--- config.mk ---
export PLATFORM = sky130hd
export DESIGN_NAME = hazard_ctrl_flat
export DESIGN_NICKNAME = d
export VERILOG_FILES = /design/src/rtl/hazard_ctrl_pkg.sv /design/src/rtl/hazard_ctrl_if.sv /design/src/rtl/hazard_ctrl_sat_counter.sv /design/src/rtl/hazard_ctrl.sv /design/src/flat_wrapper.sv
export SDC_FILE = /design/constraint.sdc
export NUM_CORES = 1
export LEC_CHECK = 0
export BUFFER_PORTS_ARGS = -buffer_cell sky130_fd_sc_hd__buf_2
export CAP_MARGIN = 40
export CORE_MARGIN = 1
export CORE_UTILIZATION = 43
export DETAILED_ROUTE_END_ITERATION = 10
export PLACE_DENSITY = 0.79
export SYNTH_ARGS = -nofsm -noshare
export SYNTH_HDL_FRONTEND = slang
export SYNTH_SLANG_ARGS = --single-unit
--- constraint.sdc ---
create_clock -name clk -period 1.5 [get_ports clk]
set_input_delay 0.15 -clock clk [delete_from_list [all_inputs] [get_ports clk]]
set_output_delay 0.15 -clock clk [all_outputs]
set_load 0.1 [all_outputs]
--- src/rtl/hazard_ctrl_pkg.sv ---
// Shared types for the pipeline hazard sequencer.
//  - hz_state_e : sequencer state (running, waiting on multi-cycle EX op,
//                 waiting on data memory)
//  - hz_ctrl_t  : bundle of the eight pipeline hold/clear controls
//  - load_use_hit() : load-use dependency test between the EX load and ID
package hazard_ctrl_pkg;

    localparam int HZ_WDOG_DEFAULT   = 1024;
    localparam int HZ_PERF_W_DEFAULT = 32;

    typedef enum logic [1:0] {
        HZ_RUN      = 2'd0,
        HZ_MC_WAIT  = 2'd1,
        HZ_MEM_WAIT = 2'd2
    } hz_state_e;

    typedef struct packed {
        logic stall_if;
        logic stall_id;
        logic stall_ex;
        logic stall_mem;
        logic flush_id;
        logic clear_ex;
        logic clear_mem;
        logic clear_wb;
    } hz_ctrl_t;

    // x0 is hard-wired to zero, so a load targeting it never creates a hazard.
    function automatic logic load_use_hit(input logic [4:0] rs1,
                                          input logic [4:0] rs2,
                                          input logic       rs1_used,
                                          input logic       rs2_used,
                                          input logic [4:0] rd,
                                          input logic       is_load);
        return is_load && (rd != 5'd0) &&
               ((rs1_used && (rs1 == rd)) || (rs2_used && (rs2 == rd)));
    endfunction

endpackage

--- src/rtl/hazard_ctrl_if.sv ---
// Pipeline <-> hazard sequencer bundle.
//  Pipeline-sourced: id_rs1/id_rs2/id_rs1_used/id_rs2_used, ex_rd, ex_is_load,
//                    ex_redirect, ex_mc_start, mc_done, dmem_req, dmem_ready
//  Sequencer-sourced: stall_if/id/ex/mem, flush_id, clear_ex/mem/wb, hang_err
//  modport master : pipeline side
//  modport slave  : hazard_ctrl side
interface hazard_ctrl_if;
    logic [4:0] id_rs1;
    logic [4:0] id_rs2;
    logic       id_rs1_used;
    logic       id_rs2_used;
    logic [4:0] ex_rd;
    logic       ex_is_load;
    logic       ex_redirect;
    logic       ex_mc_start;
    logic       mc_done;
    logic       dmem_req;
    logic       dmem_ready;

    logic       stall_if;
    logic       stall_id;
    logic       stall_ex;
    logic       stall_mem;
    logic       flush_id;
    logic       clear_ex;
    logic       clear_mem;
    logic       clear_wb;
    logic       hang_err;

    modport master (
        output id_rs1, id_rs2, id_rs1_used, id_rs2_used, ex_rd, ex_is_load,
               ex_redirect, ex_mc_start, mc_done, dmem_req, dmem_ready,
        input  stall_if, stall_id, stall_ex, stall_mem, flush_id, clear_ex,
               clear_mem, clear_wb, hang_err
    );

    modport slave (
        input  id_rs1, id_rs2, id_rs1_used, id_rs2_used, ex_rd, ex_is_load,
               ex_redirect, ex_mc_start, mc_done, dmem_req, dmem_ready,
        output stall_if, stall_id, stall_ex, stall_mem, flush_id, clear_ex,
               clear_mem, clear_wb, hang_err
    );
endinterface

--- src/rtl/hazard_ctrl_sat_counter.sv ---
// sat_counter: up-counter that sticks at all ones instead of wrapping.
//  clk   : clock, rising edge
//  rst   : asynchronous active-low reset, value -> 0
//  inc   : add one this cycle (ignored once saturated)
//  clr   : return to zero this cycle (wins over inc)
//  value : current count
module sat_counter #(
    parameter int WIDTH = 8
) (
    input  logic             clk,
    input  logic             rst,
    input  logic             inc,
    input  logic             clr,
    output logic [WIDTH-1:0] value
);

    logic [WIDTH-1:0] value_q;
    logic [WIDTH-1:0] value_d;

    always_comb begin
        // NOTE: default assignment first so every path drives value_d (no latch).
        value_d = value_q;
        if (clr) begin
            value_d = '0;
        end else if (inc && (value_q != '1)) begin
            value_d = value_q + WIDTH'(1);
        end
    end

    // NOTE: non-blocking assignment in clocked logic so all flops update together.
    always_ff @(posedge clk or negedge rst) begin
        if (!rst) begin
            value_q <= '0;
        end else begin
            value_q <= value_d;
        end
    end

    assign value = value_q;

endmodule

--- src/rtl/hazard_ctrl.sv ---
// hazard_ctrl: pipeline sequencer for the 5-stage RV32 core.
//  Resolves data-memory wait states, multi-cycle EX ops, branch/jump redirects
//  and load-use hazards (in that priority) by driving hold/clear controls on
//  the PC and the four pipeline registers. A watchdog flags a freeze that
//  lasts WDOG_CYCLES-1 consecutive cycles via sticky hang_err.
//  Ports:
//   clk  : core clock, rising edge
//   rst  : asynchronous active-low reset
//   hz   : hazard_ctrl_if.slave (pipeline status in, controls + hang_err out)
//   perf_load_use/perf_flush/perf_freeze : saturating event counters, present
//          only when HAZARD_PERF_EN is defined
//  Parameters: WDOG_CYCLES (>= 2), PERF_W (only with HAZARD_PERF_EN)
module hazard_ctrl
    import hazard_ctrl_pkg::*;
#(
    parameter int WDOG_CYCLES = HZ_WDOG_DEFAULT
`ifdef HAZARD_PERF_EN
    , parameter int PERF_W    = HZ_PERF_W_DEFAULT
`endif
) (
    input  logic                clk,
    input  logic                rst,
    hazard_ctrl_if.slave        hz
`ifdef HAZARD_PERF_EN
    , output logic [PERF_W-1:0] perf_load_use
    , output logic [PERF_W-1:0] perf_flush
    , output logic [PERF_W-1:0] perf_freeze
`endif
);

    // The counter only has to reach WDOG_CYCLES-1, then saturates there.
    localparam int              WDOG_W    = $clog2(WDOG_CYCLES);
    localparam logic [WDOG_W-1:0] WDOG_LAST = WDOG_W'(WDOG_CYCLES - 1);

    hz_state_e         state_q;
    hz_state_e         state_d;
    hz_ctrl_t          ctrl;
    logic              mem_freeze;
    logic              mc_freeze;
    logic [WDOG_W-1:0] wdog_cnt;
    logic              hang_hit;
    logic              hang_q;
    logic              hang_d;

    assign mem_freeze = hz.dmem_req & ~hz.dmem_ready;
    assign mc_freeze  = hz.ex_mc_start & ~hz.mc_done;

    // A redirect or load-use that arrives during a freeze is simply not acted
    // on; EX is held, so the same request is still present when the freeze ends.
    always_comb begin
        ctrl    = '0;
        state_d = HZ_RUN;
        if (mem_freeze) begin
            ctrl.stall_if  = 1'b1;
            ctrl.stall_id  = 1'b1;
            ctrl.stall_ex  = 1'b1;
            ctrl.stall_mem = 1'b1;
            ctrl.clear_wb  = 1'b1;
            state_d        = HZ_MEM_WAIT;
        end else if (mc_freeze) begin
            ctrl.stall_if  = 1'b1;
            ctrl.stall_id  = 1'b1;
            ctrl.stall_ex  = 1'b1;
            ctrl.clear_mem = 1'b1;
            state_d        = HZ_MC_WAIT;
        end else if (hz.ex_redirect) begin
            ctrl.flush_id  = 1'b1;
            ctrl.clear_ex  = 1'b1;
        end else if (load_use_hit(hz.id_rs1, hz.id_rs2, hz.id_rs1_used,
                                  hz.id_rs2_used, hz.ex_rd, hz.ex_is_load)) begin
            ctrl.stall_if  = 1'b1;
            ctrl.stall_id  = 1'b1;
            ctrl.clear_ex  = 1'b1;
        end
        // Controls are combinational from the inputs, so reset must mask them
        // directly for them to drop the moment rst goes low.
        if (!rst) begin
            ctrl = '0;
        end
    end

    // Watchdog: counts every frozen cycle, cleared on the transition into RUN.
    sat_counter #(.WIDTH(WDOG_W)) u_wdog (
        .clk   (clk),
        .rst   (rst),
        .inc   (state_d != HZ_RUN),
        .clr   ((state_q != HZ_RUN) && (state_d == HZ_RUN)),
        .value (wdog_cnt)
    );

    assign hang_hit = (wdog_cnt >= WDOG_LAST);
    assign hang_d   = hang_q | hang_hit;

    always_ff @(posedge clk or negedge rst) begin
        if (!rst) begin
            state_q <= HZ_RUN;
            hang_q  <= 1'b0;
        end else begin
            state_q <= state_d;
            hang_q  <= hang_d;
        end
    end

    assign hz.stall_if  = ctrl.stall_if;
    assign hz.stall_id  = ctrl.stall_id;
    assign hz.stall_ex  = ctrl.stall_ex;
    assign hz.stall_mem = ctrl.stall_mem;
    assign hz.flush_id  = ctrl.flush_id;
    assign hz.clear_ex  = ctrl.clear_ex;
    assign hz.clear_mem = ctrl.clear_mem;
    assign hz.clear_wb  = ctrl.clear_wb;
    assign hz.hang_err  = hang_q | hang_hit;

`ifdef HAZARD_PERF_EN
    // Event decode from the controls: only a load-use bubble holds the front
    // end without holding EX; every freeze holds EX.
    sat_counter #(.WIDTH(PERF_W)) u_perf_load_use (
        .clk   (clk),
        .rst   (rst),
        .inc   (ctrl.stall_if & ~ctrl.stall_ex),
        .clr   (1'b0),
        .value (perf_load_use)
    );

    sat_counter #(.WIDTH(PERF_W)) u_perf_flush (
        .clk   (clk),
        .rst   (rst),
        .inc   (ctrl.flush_id),
        .clr   (1'b0),
        .value (perf_flush)
    );

    sat_counter #(.WIDTH(PERF_W)) u_perf_freeze (
        .clk   (clk),
        .rst   (rst),
        .inc   (ctrl.stall_ex),
        .clr   (1'b0),
        .value (perf_freeze)
    );
`endif

endmodule

--- src/flat_wrapper.sv ---
// flat-port wrapper written by rule: the top's interface ports become plain ports
module hazard_ctrl_flat import hazard_ctrl_pkg::*;
#(
    parameter int WDOG_CYCLES = HZ_WDOG_DEFAULT

)
  (clk, rst, hz_id_rs1, hz_id_rs2, hz_id_rs1_used, hz_id_rs2_used, hz_ex_rd, hz_ex_is_load, hz_ex_redirect, hz_ex_mc_start, hz_mc_done, hz_dmem_req, hz_dmem_ready, hz_stall_if, hz_stall_id, hz_stall_ex, hz_stall_mem, hz_flush_id, hz_clear_ex, hz_clear_mem, hz_clear_wb, hz_hang_err);
  hazard_ctrl_if hz_i ();
  input  logic clk;
  input  logic rst;
  input wire logic [$bits(hz_i.id_rs1)-1:0] hz_id_rs1;
  input wire logic [$bits(hz_i.id_rs2)-1:0] hz_id_rs2;
  input wire logic [$bits(hz_i.id_rs1_used)-1:0] hz_id_rs1_used;
  input wire logic [$bits(hz_i.id_rs2_used)-1:0] hz_id_rs2_used;
  input wire logic [$bits(hz_i.ex_rd)-1:0] hz_ex_rd;
  input wire logic [$bits(hz_i.ex_is_load)-1:0] hz_ex_is_load;
  input wire logic [$bits(hz_i.ex_redirect)-1:0] hz_ex_redirect;
  input wire logic [$bits(hz_i.ex_mc_start)-1:0] hz_ex_mc_start;
  input wire logic [$bits(hz_i.mc_done)-1:0] hz_mc_done;
  input wire logic [$bits(hz_i.dmem_req)-1:0] hz_dmem_req;
  input wire logic [$bits(hz_i.dmem_ready)-1:0] hz_dmem_ready;
  output wire logic [$bits(hz_i.stall_if)-1:0] hz_stall_if;
  output wire logic [$bits(hz_i.stall_id)-1:0] hz_stall_id;
  output wire logic [$bits(hz_i.stall_ex)-1:0] hz_stall_ex;
  output wire logic [$bits(hz_i.stall_mem)-1:0] hz_stall_mem;
  output wire logic [$bits(hz_i.flush_id)-1:0] hz_flush_id;
  output wire logic [$bits(hz_i.clear_ex)-1:0] hz_clear_ex;
  output wire logic [$bits(hz_i.clear_mem)-1:0] hz_clear_mem;
  output wire logic [$bits(hz_i.clear_wb)-1:0] hz_clear_wb;
  output wire logic [$bits(hz_i.hang_err)-1:0] hz_hang_err;
  assign hz_i.id_rs1 = hz_id_rs1;
  assign hz_i.id_rs2 = hz_id_rs2;
  assign hz_i.id_rs1_used = hz_id_rs1_used;
  assign hz_i.id_rs2_used = hz_id_rs2_used;
  assign hz_i.ex_rd = hz_ex_rd;
  assign hz_i.ex_is_load = hz_ex_is_load;
  assign hz_i.ex_redirect = hz_ex_redirect;
  assign hz_i.ex_mc_start = hz_ex_mc_start;
  assign hz_i.mc_done = hz_mc_done;
  assign hz_i.dmem_req = hz_dmem_req;
  assign hz_i.dmem_ready = hz_dmem_ready;
  assign hz_stall_if = hz_i.stall_if;
  assign hz_stall_id = hz_i.stall_id;
  assign hz_stall_ex = hz_i.stall_ex;
  assign hz_stall_mem = hz_i.stall_mem;
  assign hz_flush_id = hz_i.flush_id;
  assign hz_clear_ex = hz_i.clear_ex;
  assign hz_clear_mem = hz_i.clear_mem;
  assign hz_clear_wb = hz_i.clear_wb;
  assign hz_hang_err = hz_i.hang_err;
  hazard_ctrl #(.WDOG_CYCLES(WDOG_CYCLES)) u_core (.clk(clk), .rst(rst), .hz(hz_i));
endmodule
# Word level (Yosys, flattened, before mapping)
# Cells that the tools add are included.
dict set report classes {
  n_addsub 1
  magnitude_cmp 1
  eq_ne 3
  muxes 16
  n_bitwise 5
  n_reduce_logical 12
}
# cell n
set op_table {}
lappend op_table {{$mux W10} 2}
lappend op_table {{$add A10 B1 Y10 const B} 1}
lappend op_table {{$eq A5 B5 Y1} 2}
lappend op_table {{$ge A10 B10 Y1 const B} 1}
lappend op_table {{$mux W2} 5}
lappend op_table {{$ne A10 B10 Y1 const B} 1}
lappend op_table {{$mux W8} 1}
lappend op_table {{$logic_and A1 B1 Y1} 6}
lappend op_table {{$mux W1} 6}
lappend op_table {{$mux W3} 2}
lappend op_table {{$reduce_bool A2 Y1} 3}
lappend op_table {{$reduce_bool A5 Y1} 1}
lappend op_table {{$and A1 B1 Y1} 2}
lappend op_table {{$logic_not A2 Y1} 1}
lappend op_table {{$not A1 Y1} 2}
lappend op_table {{$logic_or A1 B1 Y1} 1}
lappend op_table {{$or A1 B1 Y1} 1}
dict set report word_totals {
  reg_bits 13
  inputBits 25
  out_inout_bits 9
  wordCells 41
}

# Longest topological paths before layout
# Gate-level depths: netlist of run 1.
dict set report logic_depth {
  depth_word 9
  ltp_mapped 5
  ltp_nobuf 5
}

# Modules after synthesis
# A second synthesis of run 1 with hierarchy kept.
dict set report hier_totals {
  hier_cells 96
  area_unflattened_um2 873.3
}
# mod instances cells_per_inst area_each_um2 seq_area_each_um2
set by_module_without_submodules {}
lappend by_module_without_submodules {sat_counter 1 55 536.8 250.2}
lappend by_module_without_submodules {hazard_ctrl 1 41 336.6 75.1}

# Worst setup path after synthesis of run 1
# Ideal clock, no wire load.
dict set report synth_timing {
  kind {input to output}
  start {input hz_ex_rd[3]}
  end {output hz_stall_if}
  arrival_time_ns 3.057
  required_time_ns 1.350
  setup_slack_ns -1.707
  path_stages 5
  n_path_buf 1
  path_cell_list {xor2_1 nor4_1 a32oi_1 o41ai_2 buf_4}
}
dict set report synth_via {
  elab_chain_len 9
}
# element line
set synth_lines {}
lappend synth_lines {{start: declaration} flat_wrapper.sv:15} ;# input wire logic [$bits(hz_i.ex_rd)-1:0] hz_ex_rd;
lappend synth_lines {{$eq A5 B5 Y1} hazard_ctrl_pkg.sv:36} ;# ((rs1_used && (rs1 == rd)) || (rs2_used && (rs2 == rd)));
lappend synth_lines {{$logic_and A1 B1 Y1} hazard_ctrl_pkg.sv:36}
lappend synth_lines {{$logic_or A1 B1 Y1} hazard_ctrl_pkg.sv:36}
lappend synth_lines {{$logic_and A1 B1 Y1 (*)} hazard_ctrl_pkg.sv:35} ;# return is_load && (rd != 5'd0) &&
lappend synth_lines {{$mux W2 (*)} hazard_ctrl.sv:69} ;# end else if (load_use_hit(hz.id_rs1, hz.id_rs2, hz.id_rs1_used,
lappend synth_lines {{$mux W2 (*)} hazard_ctrl.sv:66} ;# end else if (hz.ex_redirect) begin
lappend synth_lines {{$mux W2 (*)} hazard_ctrl.sv:60} ;# end else if (mc_freeze) begin
lappend synth_lines {{$mux W3 (*)} hazard_ctrl.sv:53} ;# if (mem_freeze) begin
lappend synth_lines {{$mux W8 (*)} hazard_ctrl.sv:77} ;# if (!rst) begin
lappend synth_lines {{end: declaration} flat_wrapper.sv:22} ;# output wire logic [$bits(hz_i.stall_if)-1:0] hz_stall_if;
# Mark *: on every way between the ends. The rest lies on a longest branch, timed or not.

# Worst setup path after layout of run 1
dict set report layout_timing {
  start {input hz_ex_rd[0]}
  end {output hz_stall_if}
}
# The elaborated chain is that of the path after synthesis.

==> impl_metrics.toml, run 1 <==
[outcome]
status = "finished, violations left"
violations = "negative setup slack"

[timing]
fin_crit_ns = 1.72
finalHoldViolations = 0
rsz0062_at_grt = "yes"
hold_ws_ns = 0.232
setup_ws_ns = -0.224
fin_skew_ns = 0.0134
slew_headroom = 0.708
worstMarginPinSlew_ns = 0.433
setup_violations = 7
setup_tns_ns = -0.739
min_period_over_period = 1.15
drv_slew = 0
fmax_mhz = 580

[place]
gp_congestion = 0.827
dp.cells = 158
io_buffers = 33
post-dp-hpwl_um = 1740

[synth]
syn_nets = 118
syn_avg_cell_area_um2 = 9.78
synth_area_leader_cell = "dfrtp_1"
ys.flop_type = "dfrtp_1"
ys_seq_elements = 13
synth_top_area_frac = 0.362
yosysWarnings = 0
synth-edff-count = 0
synthCells = 92
synth_area_um2 = 900
ys_top_cells_by_area = "dfrtp_1 36%, xor2_1 7.8%, mux2i_1 5.6%"
synth.distinct_cells = 41
seq_area_frac_synth = 0.362
synthArstFlopShare = 1.00

[finish]
drive_gt1_frac = 0.587
area_growth_pct = 76.9
fin_util = 0.811
num_antenna_cells = 0
fill_cells = 108
mostFrequentLayoutCell = "buf_2"
final_cell_count_no_fill = 170
fin_nets = 170
mostFrequentLayoutCells = "20 x buf_2, 13 x buf_4, 10 x dfrtp_1"

[floorplanning]
fp-row-count = 16
die_w_um = 47.7
die_area_um2 = 2280
core_um2 = 1960
start_util = 0.459
io_pins = 34
die_y_um = 47.7

[clocking]
ctsLongestPathBuffers = 2
clock_sinks = 13
cts_root_buffer = "clkbuf_4"
clk_pin_slew_ns = 0.08
cts.htree.levels = 1
cts_tree = "yes"
clk_latency_ns = 0.27
cts_made_buffers = 3

[critical_path]
path_cells = "buf_2 -> xor2_1 -> nor4_2 -> a32oi_2 -> o41ai_4 -> buf_4 -> buf_12"
worstPathMaxFanout = 3
r2r_end = "u_core.u_wdog.value[9]"
critical-path-slowest-cell = "nor4_2"
critPathKind = "input port to primary output"
path_delay_family = "buffers and inverters"
ff2ff_setup_slack_ns = -0.03
crit_buf_inv = 3
r2r_cells = 6
start_kind = "input port"
worstSetupEndpointType = "primary output"
crit_arrival_ns = 1.57
cpPeakStageDelay_ns = 0.33
rr_startpoint = "u_core.u_wdog.value[0]"
critPathRequiredTime_ns = 1.35

[worst_hold_path]
min_path_cells = 3
hp-class = "input port to flop"
holdCritStartpoint = "hz_dmem_req"
holdPathEnd = "u_core.state_q[1]"

[route]
vias = 924
drc = 0
viasPerCell = 5.44
antenna_left = 0
drt_first_pass_iters = 4
first_iter_violations = 20
routed_wirelength_um = 2720
wl_per_cell_um = 16.0

[global_route]
grt_overflow = 0
grt_pass1_vias = 874
grt_pass1_wl_um = 3700
grt_max_degree = 13
grt_usage = 0.237
antenna_found_initial = 0

[power]
power.density_nw_per_um2 = 761
ir_drop_v = 0.000812
leakagePower_nw = 0.692

[run]
maxCapViolations = 0
-- report_power, final --
group          internal, mW  switching, mW
clock                 0.103          0.107
sequential            0.401         0.0655
combinational         0.263          0.273
total                 0.767          0.445
-- worst register-to-register path, cell delays in order, from the launching register on --
cell       delay (ns)
dfrtp_1          0.39
buf_4            0.13
buf_6            0.09
and3_4           0.21
o2111ai_4        0.16
or3_4            0.36
a21oi_2          0.13
-- through the flow --
stage	worst slack, ns	power [mW]	instance area (um2)
after floorplan	-0.970	0.681	941
after global placement	-0.273	0.828	1320
after detailed placement	-0.329	0.852	1320
after CTS	-0.217	1.16	1490
after global routing	-0.246	1.29	1590
final	-0.224	1.21	1590
-- Yosys cell counts, types with 2 or more instances --
cell type and count:
or4_1 2, nor4_1 2, nor3b_1 2, o31ai_1 3
xnor2_1 2, dfrtp_1 13, o21ai_0 2, buf_4 2
and3_1 2, nor3_1 4, nor2_1 4, mux2i_1 5
a21oi_1 2, nand3_1 3, inv_1 4, nand2_1 8
xor2_1 8
-- metal layers --
| metal | wire, um | share of wire | GRT usage |
|---|---|---|---|
| met2 | 1440 | 0.53 | 0.400 |
| met4 | 34 | 0.013 | 0.122 |
| met3 | 93 | 0.034 | 0.0642 |
| met1 | 1150 | 0.42 | 0.274 |
| met5 | 0 | 0 | 0 |
-- final cells by class --
| type | instances | area (um2) | area share |
|---|---|---|---|
| inverter | 6 | 27.5 | 0.0173 |
| timing repair buffer | 49 | 455 | 0.286 |
| sequential | 13 | 329 | 0.207 |
| multi-input combinational | 71 | 719 | 0.452 |
| tap | 27 | 33.8 | 0.0212 |
| clock buffer | 4 | 26.3 | 0.0165 |
-- cells by family after synthesis --
| group | after synthesis | synth area share |
|---|---|---|
| simple gates | 38 | 0.274 |
| xor+xnor | 10 | 0.0974 |
| flops | 13 | 0.362 |
| buf+inv | 8 | 0.0473 |
| compound gates | 17 | 0.150 |
| mux | 5 | 0.0556 |
| fa+ha+maj | 1 | 0.0139 |
-- registers in the layout, summed over array words and instances, names as in the netlist --
register             count
u_core.hang_q            1
u_core.state_q           2
u_core.u_wdog.value     10
-- timing repair --
| item | CTS | global route |
|---|---|---|
| gates resized for setup | 21 | 18 |
| buffers inserted | 3 | 4 |
| endpoints found under the hold margin | 13 | 0 |
| hold buffers | 1 | 0 |
| pin swaps | 10 | 11 |
| setup endpoints to repair | 11 | 13 |
-- how the worst max path moves through the flow --
stage | start | slack, ns | endpoint | cells after the start
detailed placement | hz_ex_rd[1] | -0.33 | hz_stall_if | 6
global route | hz_ex_rd[3] | -0.25 | hz_stall_id | 7
floorplan | hz_ex_rd[3] | -0.97 | hz_stall_if | 5
global placement | hz_ex_rd[1] | -0.27 | hz_stall_if | 6
finish | hz_ex_rd[0] | -0.22 | hz_stall_if | 7
CTS | u_core.u_wdog.value[1] | -0.22 | hz_hang_err | 5
Power figures use the tool's default switching activity.
==> run 2: changes to the inputs <==
RECOVER_POWER = 100   (was default)
==> run 2 against run 1 <==
The run still ends with negative setup slack left. Via count is 0.32% higher. Hold slack got worse by 0.0057 ns. Core utilization shrank 2.4 points. Critical path type unchanged. Sequential power barely moved. Critical endpoint unchanged. Design area is 2.9% lower. Combinational power fell by 3%. Largest cell class unchanged. Non-clock buffer count did not move. Final cell count did not move.
==> impl_metrics.toml, run 2 (synthesis gave the netlist of run 1 again) <==
[outcome]
status = "finished, violations left"
violations = "negative setup slack"

[timing]
setup_violations = 6
worstMarginPinSlew_ns = 0.639
fin_skew_ns = 0.0115
fmax_mhz = 581
rsz0062_at_grt = "yes"
setup_ws_ns = -0.222
drv_slew = 0
fin_crit_ns = 1.72
finalHoldViolations = 0
slew_headroom = 0.574
min_period_over_period = 1.15

[finish]
area_growth_pct = 71.8
largest_reg_flops = 10
fin_nets = 170
mostFrequentLayoutCell = "buf_2"
design_area_um2 = 1550
num_antenna_cells = 0
drive_gt1_frac = 0.566
mostFrequentLayoutCells = "19 x buf_2, 12 x buf_4, 10 x dfrtp_1"

[power]
leakagePower_nw = 0.673
total_power_mw = 1.20
ir_drop_v = 0.000806
power.density_nw_per_um2 = 777

[global_route]
grt_max_degree = 13
grt_pass1_vias = 874
use_met1 = 0.274
grt_pass1_wl_um = 3700
antenna_found_initial = 0
grt-busiest-layer = "met2"
grt_overflow = 0
grt_use_met2 = 0.400
grt_usage = 0.237
met3_usage = 0.0642

[clocking]
clock_sinks = 13
clk_pin_slew_ns = 0.08
cts_made_buffers = 3
cts_root_buffer = "clkbuf_4"
clk_latency_ns = 0.28
cts_tree = "yes"
cts.htree.levels = 1
ctsLongestPathBuffers = 2

[worst_hold_path]
hp-class = "input port to flop"
min_path_cells = 3
holdCritStartpoint = "hz_dmem_req"
holdPathEnd = "u_core.state_q[1]"

[floorplanning]
start_util = 0.459
die_y_um = 47.7
core_um2 = 1960
io_pins = 34
die_w_um = 47.7
fp-row-count = 16
die_area_um2 = 2280

[critical_path]
crit_arrival_ns = 1.57
ff2ff_setup_slack_ns = -0.02
critPathRequiredTime_ns = 1.35
r2r_cells = 6
worstPathMaxFanout = 3
start_kind = "input port"
worstSetupEndpointType = "primary output"
rr_startpoint = "u_core.u_wdog.value[0]"
critPathKind = "input port to primary output"
r2r_end = "u_core.u_wdog.value[9]"

[route]
first_iter_violations = 26
vias = 927
wl_per_cell_um = 15.9
drc = 0
drt_first_pass_iters = 4
antenna_left = 0
viasPerCell = 5.45
routed_wirelength_um = 2710

[run]
maxCapViolations = 0

[place]
io_buffers = 33
post_dp_cell_area_um2 = 1320
gp_congestion = 0.827
post-dp-hpwl_um = 1740
[run 2: cell types whose count changed in the layout (fill, tap and decap cells not counted), sizes merged]
cell	change
clkbuf	+4
buf	-4
[run 2: worst max-delay path by stage]
stage                           startpoint          end  slack [ns]
global placement               hz_ex_rd[1]  hz_stall_if       -0.27
CTS                 u_core.u_wdog.value[1]  hz_hang_err       -0.22
global route                   hz_ex_rd[3]  hz_stall_id       -0.25
floorplan                      hz_ex_rd[3]  hz_stall_if       -0.97
finish                         hz_ex_rd[0]  hz_stall_if       -0.22
detailed placement             hz_ex_rd[1]  hz_stall_if       -0.33
[run 2: where the power goes]
group / leakage [nW] / total (mW) / internal [mW] / switching [mW]
Clock: 0.0150 / 0.213 / 0.103 / 0.110
Combinational: 0.489 / 0.522 / 0.251 / 0.270
Sequential: 0.170 / 0.466 / 0.401 / 0.0654
Total: 0.673 / 1.20 / 0.755 / 0.445
[run 2: final cells by class]
class / instances / area (um2)
timing repair buffer: 49 / 414
clock buffer: 4 / 26.3
fill: 119 / 417
multi-input combinational: 71 / 714
tap: 27 / 33.8
sequential: 13 / 329
inverter: 6 / 27.5
[run 2: through the flow]
stage	setup slack (ns)	util	instances	hold slack, ns	setup TNS, ns
2_1_floorplan	-0.970	-	92	-0.146	-2.42
3_3_place_gp	-0.273	0.671	158	-0.0354	-0.700
3_5_place_dp	-0.329	0.671	158	-0.0332	-0.944
4_1_cts	-0.217	0.757	166	0.213	-0.648
5_1_grt	-0.246	0.788	170	0.231	-1.37
6_report	-0.222	0.788	170	0.226	-0.724
[run 2: worst max-delay path: stages]
cell     delay, ns
buf_2         0.12
xor2_1        0.16
nor4_2        0.33
a32oi_2       0.14
o41ai_4       0.30
buf_4         0.19
buf_12        0.17
[run 2: repair_timing]
action	in CTS	in global routing
endpoints found under the hold margin	13	0
pin swaps	10	11
buffers inserted	3	4
gates resized for setup	21	18
hold buffers	1	0
setup endpoints to repair	11	13
[run 2: layer usage]
metal  part of all wire  up-vias
li1                   -      437
met1               0.42      459
met2               0.53       27
met3              0.037        4
met4              0.013        0
met5                  0        -
==> run 3: changes to the inputs <==
CORE_UTILIZATION = 35   (was 43)
GPL_TIMING_DRIVEN = 0   (was default)
PLACE_DENSITY = 0.68   (was 0.79)
==> run 3 against run 2 <==
First-iteration DRC count down 65%. Critical endpoint unchanged. Critical path depth unchanged. Combinational power down 13%. Global-route usage down 7.7 points. Fmax up 1.8%. Largest power group unchanged. Highest routed layer unchanged. Die area up 22%. The run still ends with negative setup slack left. Non-clock buffer count down 4.
==> impl_metrics.toml, run 3 (synthesis gave the netlist of run 1 again) <==
[global_route]
grt_pass1_wl_um = 3250
antenna_found_initial = 0
grt_overflow = 0
grt_pass1_vias = 795
grt_usage = 0.160
grt_max_degree = 14

[clocking]
clock_sinks = 13
cts.htree.levels = 1
ctsLongestPathBuffers = 2
cts_tree = "yes"
cts_root_buffer = "clkbuf_4"
clk_pin_slew_ns = 0.08
clk_latency_ns = 0.28
cts_made_buffers = 3

[finish]
final_cell_count_no_fill = 169
fill_cells = 202
seq_area_um2 = 328
multiInputGateArea_um2 = 682
mostFrequentLayoutCell = "buf_2"
area_growth_pct = 60.6
fin_nets = 166
largest_reg_flops = 10
num_antenna_cells = 0
mostFrequentLayoutCells = "19 x buf_2, 11 x buf_4, 11 x dfrtp_1"
drive_gt1_frac = 0.540
design_area_um2 = 1450

[route]
drc = 0
antenna_left = 0
vias = 887
drt_first_pass_iters = 4
first_iter_violations = 9
routed_wirelength_um = 2290
wl_per_cell_um = 13.5
viasPerCell = 5.25

[power]
switching_share = 0.375
pwr-share-seq = 0.400
p_switching_uw = 422
power.internal_uw = 702
ir_drop_v = 0.000644
leakagePower_nw = 0.650
power.density_nw_per_um2 = 778
pwr-share-comb = 0.403
clockPowerShare = 0.197

[timing]
slew_headroom = 0.605
fmax_mhz = 591
setup_violations = 5
min_period_over_period = 1.13
worstMarginPinSlew_ns = 0.591
setup_ws_ns = -0.192
fin_skew_ns = 0.00125
finalHoldViolations = 0
rsz0062_at_grt = "yes"
drv_slew = 0
fin_crit_ns = 1.69

[worst_hold_path]
hp-class = "input port to flop"
holdCritStartpoint = "hz_dmem_req"
min_path_cells = 3
holdPathEnd = "u_core.state_q[1]"

[outcome]
status = "finished, violations left"
violations = "negative setup slack"

[critical_path]
critPathRequiredTime_ns = 1.35
rr_startpoint = "u_core.u_wdog.value[1]"
r2r_cells = 6
worstPathMaxFanout = 3
start_kind = "input port"
r2r_end = "u_core.u_wdog.value[4]"
critPathKind = "input port to primary output"
crit_arrival_ns = 1.54
ff2ff_setup_slack_ns = -0.05
worstSetupEndpointType = "primary output"

[floorplanning]
fp-row-count = 18
io_pins = 34
die_y_um = 52.7
start_util = 0.366
die_w_um = 52.7
die_area_um2 = 2780
core_um2 = 2450

[place]
dp.cells = 155
post-dp-hpwl_um = 1540
post_dp_cell_area_um2 = 1140
gp_congestion = 0.716
io_buffers = 33

[run]
maxCapViolations = 0
[run 3: repair_timing]
action,CTS,global route
hold buffers,1,0
setup buffers,5,4
hold endpoints to repair,13,0
pin swaps,10,7
gates resized for setup,31,21
endpoints found under the setup margin,14,15
[run 3: power by group through the flow]
stage / Clock [mW] / Sequential [mW] / Combinational, mW
4_1_cts: 0.223 / 0.460 / 0.427
3_3_place_gp: 0 / 0.447 / 0.317
6_report: 0.221 / 0.449 / 0.453
3_5_place_dp: 0 / 0.452 / 0.326
2_1_floorplan: 0 / 0.440 / 0.241
5_1_grt: 0.245 / 0.456 / 0.498
[run 3: worst max-delay path, cell delays in order]
cell and delay (ns):
buf_6 0.10, xor2_1 0.14, nor4_2 0.29, a32oi_2 0.18, o41ai_4 0.37, buf_6 0.15
buf_12 0.16
[run 3: metrics by stage]
step	utilization	total power, mW	TNS, ns	setup slack [ns]	hold slack [ns]
global route	0.589	1.20	-1.44	-0.287	0.215
floorplan	-	0.681	-2.42	-0.970	-0.146
detailed placement	0.466	0.778	-2.18	-0.514	0.0774
global placement	0.466	0.764	-1.67	-0.480	0.0747
finish	0.589	1.12	-0.689	-0.192	0.216
CTS	0.548	1.11	-0.922	-0.253	0.204
[run 3: layout make-up]
class / count / area share
Buffer: 2 / 0.0130
Clock buffer: 4 / 0.0182
Inverter: 6 / 0.0190
Multi-Input combinational cell: 71 / 0.472
Sequential cell: 13 / 0.227
Tap cell: 30 / 0.0260
Timing Repair Buffer: 43 / 0.225
[run 3: metal layers]
| layer | part of all wire | up-vias | track usage |
|---|---|---|---|
| li1 | - | 430 | - |
| met1 | 0.41 | 425 | 0.186 |
| met2 | 0.52 | 30 | 0.295 |
| met3 | 0.063 | 2 | 0.0319 |
| met4 | 0.0074 | 0 | 0.0395 |
| met5 | 0 | - | 0 |
[run 3: how the worst max path moves through the flow]
stage | start | end | slack [ns] | depth (start not counted)
after floorplan | hz_ex_rd[3] | hz_stall_if | -0.97 | 5
final | hz_ex_rd[2] | hz_stall_if | -0.19 | 7
after detailed placement | hz_ex_rd[3] | hz_stall_if | -0.51 | 7
after global routing | hz_id_rs2[2] | hz_stall_if | -0.29 | 7
after global placement | hz_ex_rd[2] | hz_stall_if | -0.48 | 7
after CTS | hz_id_rs2[2] | hz_stall_if | -0.25 | 7
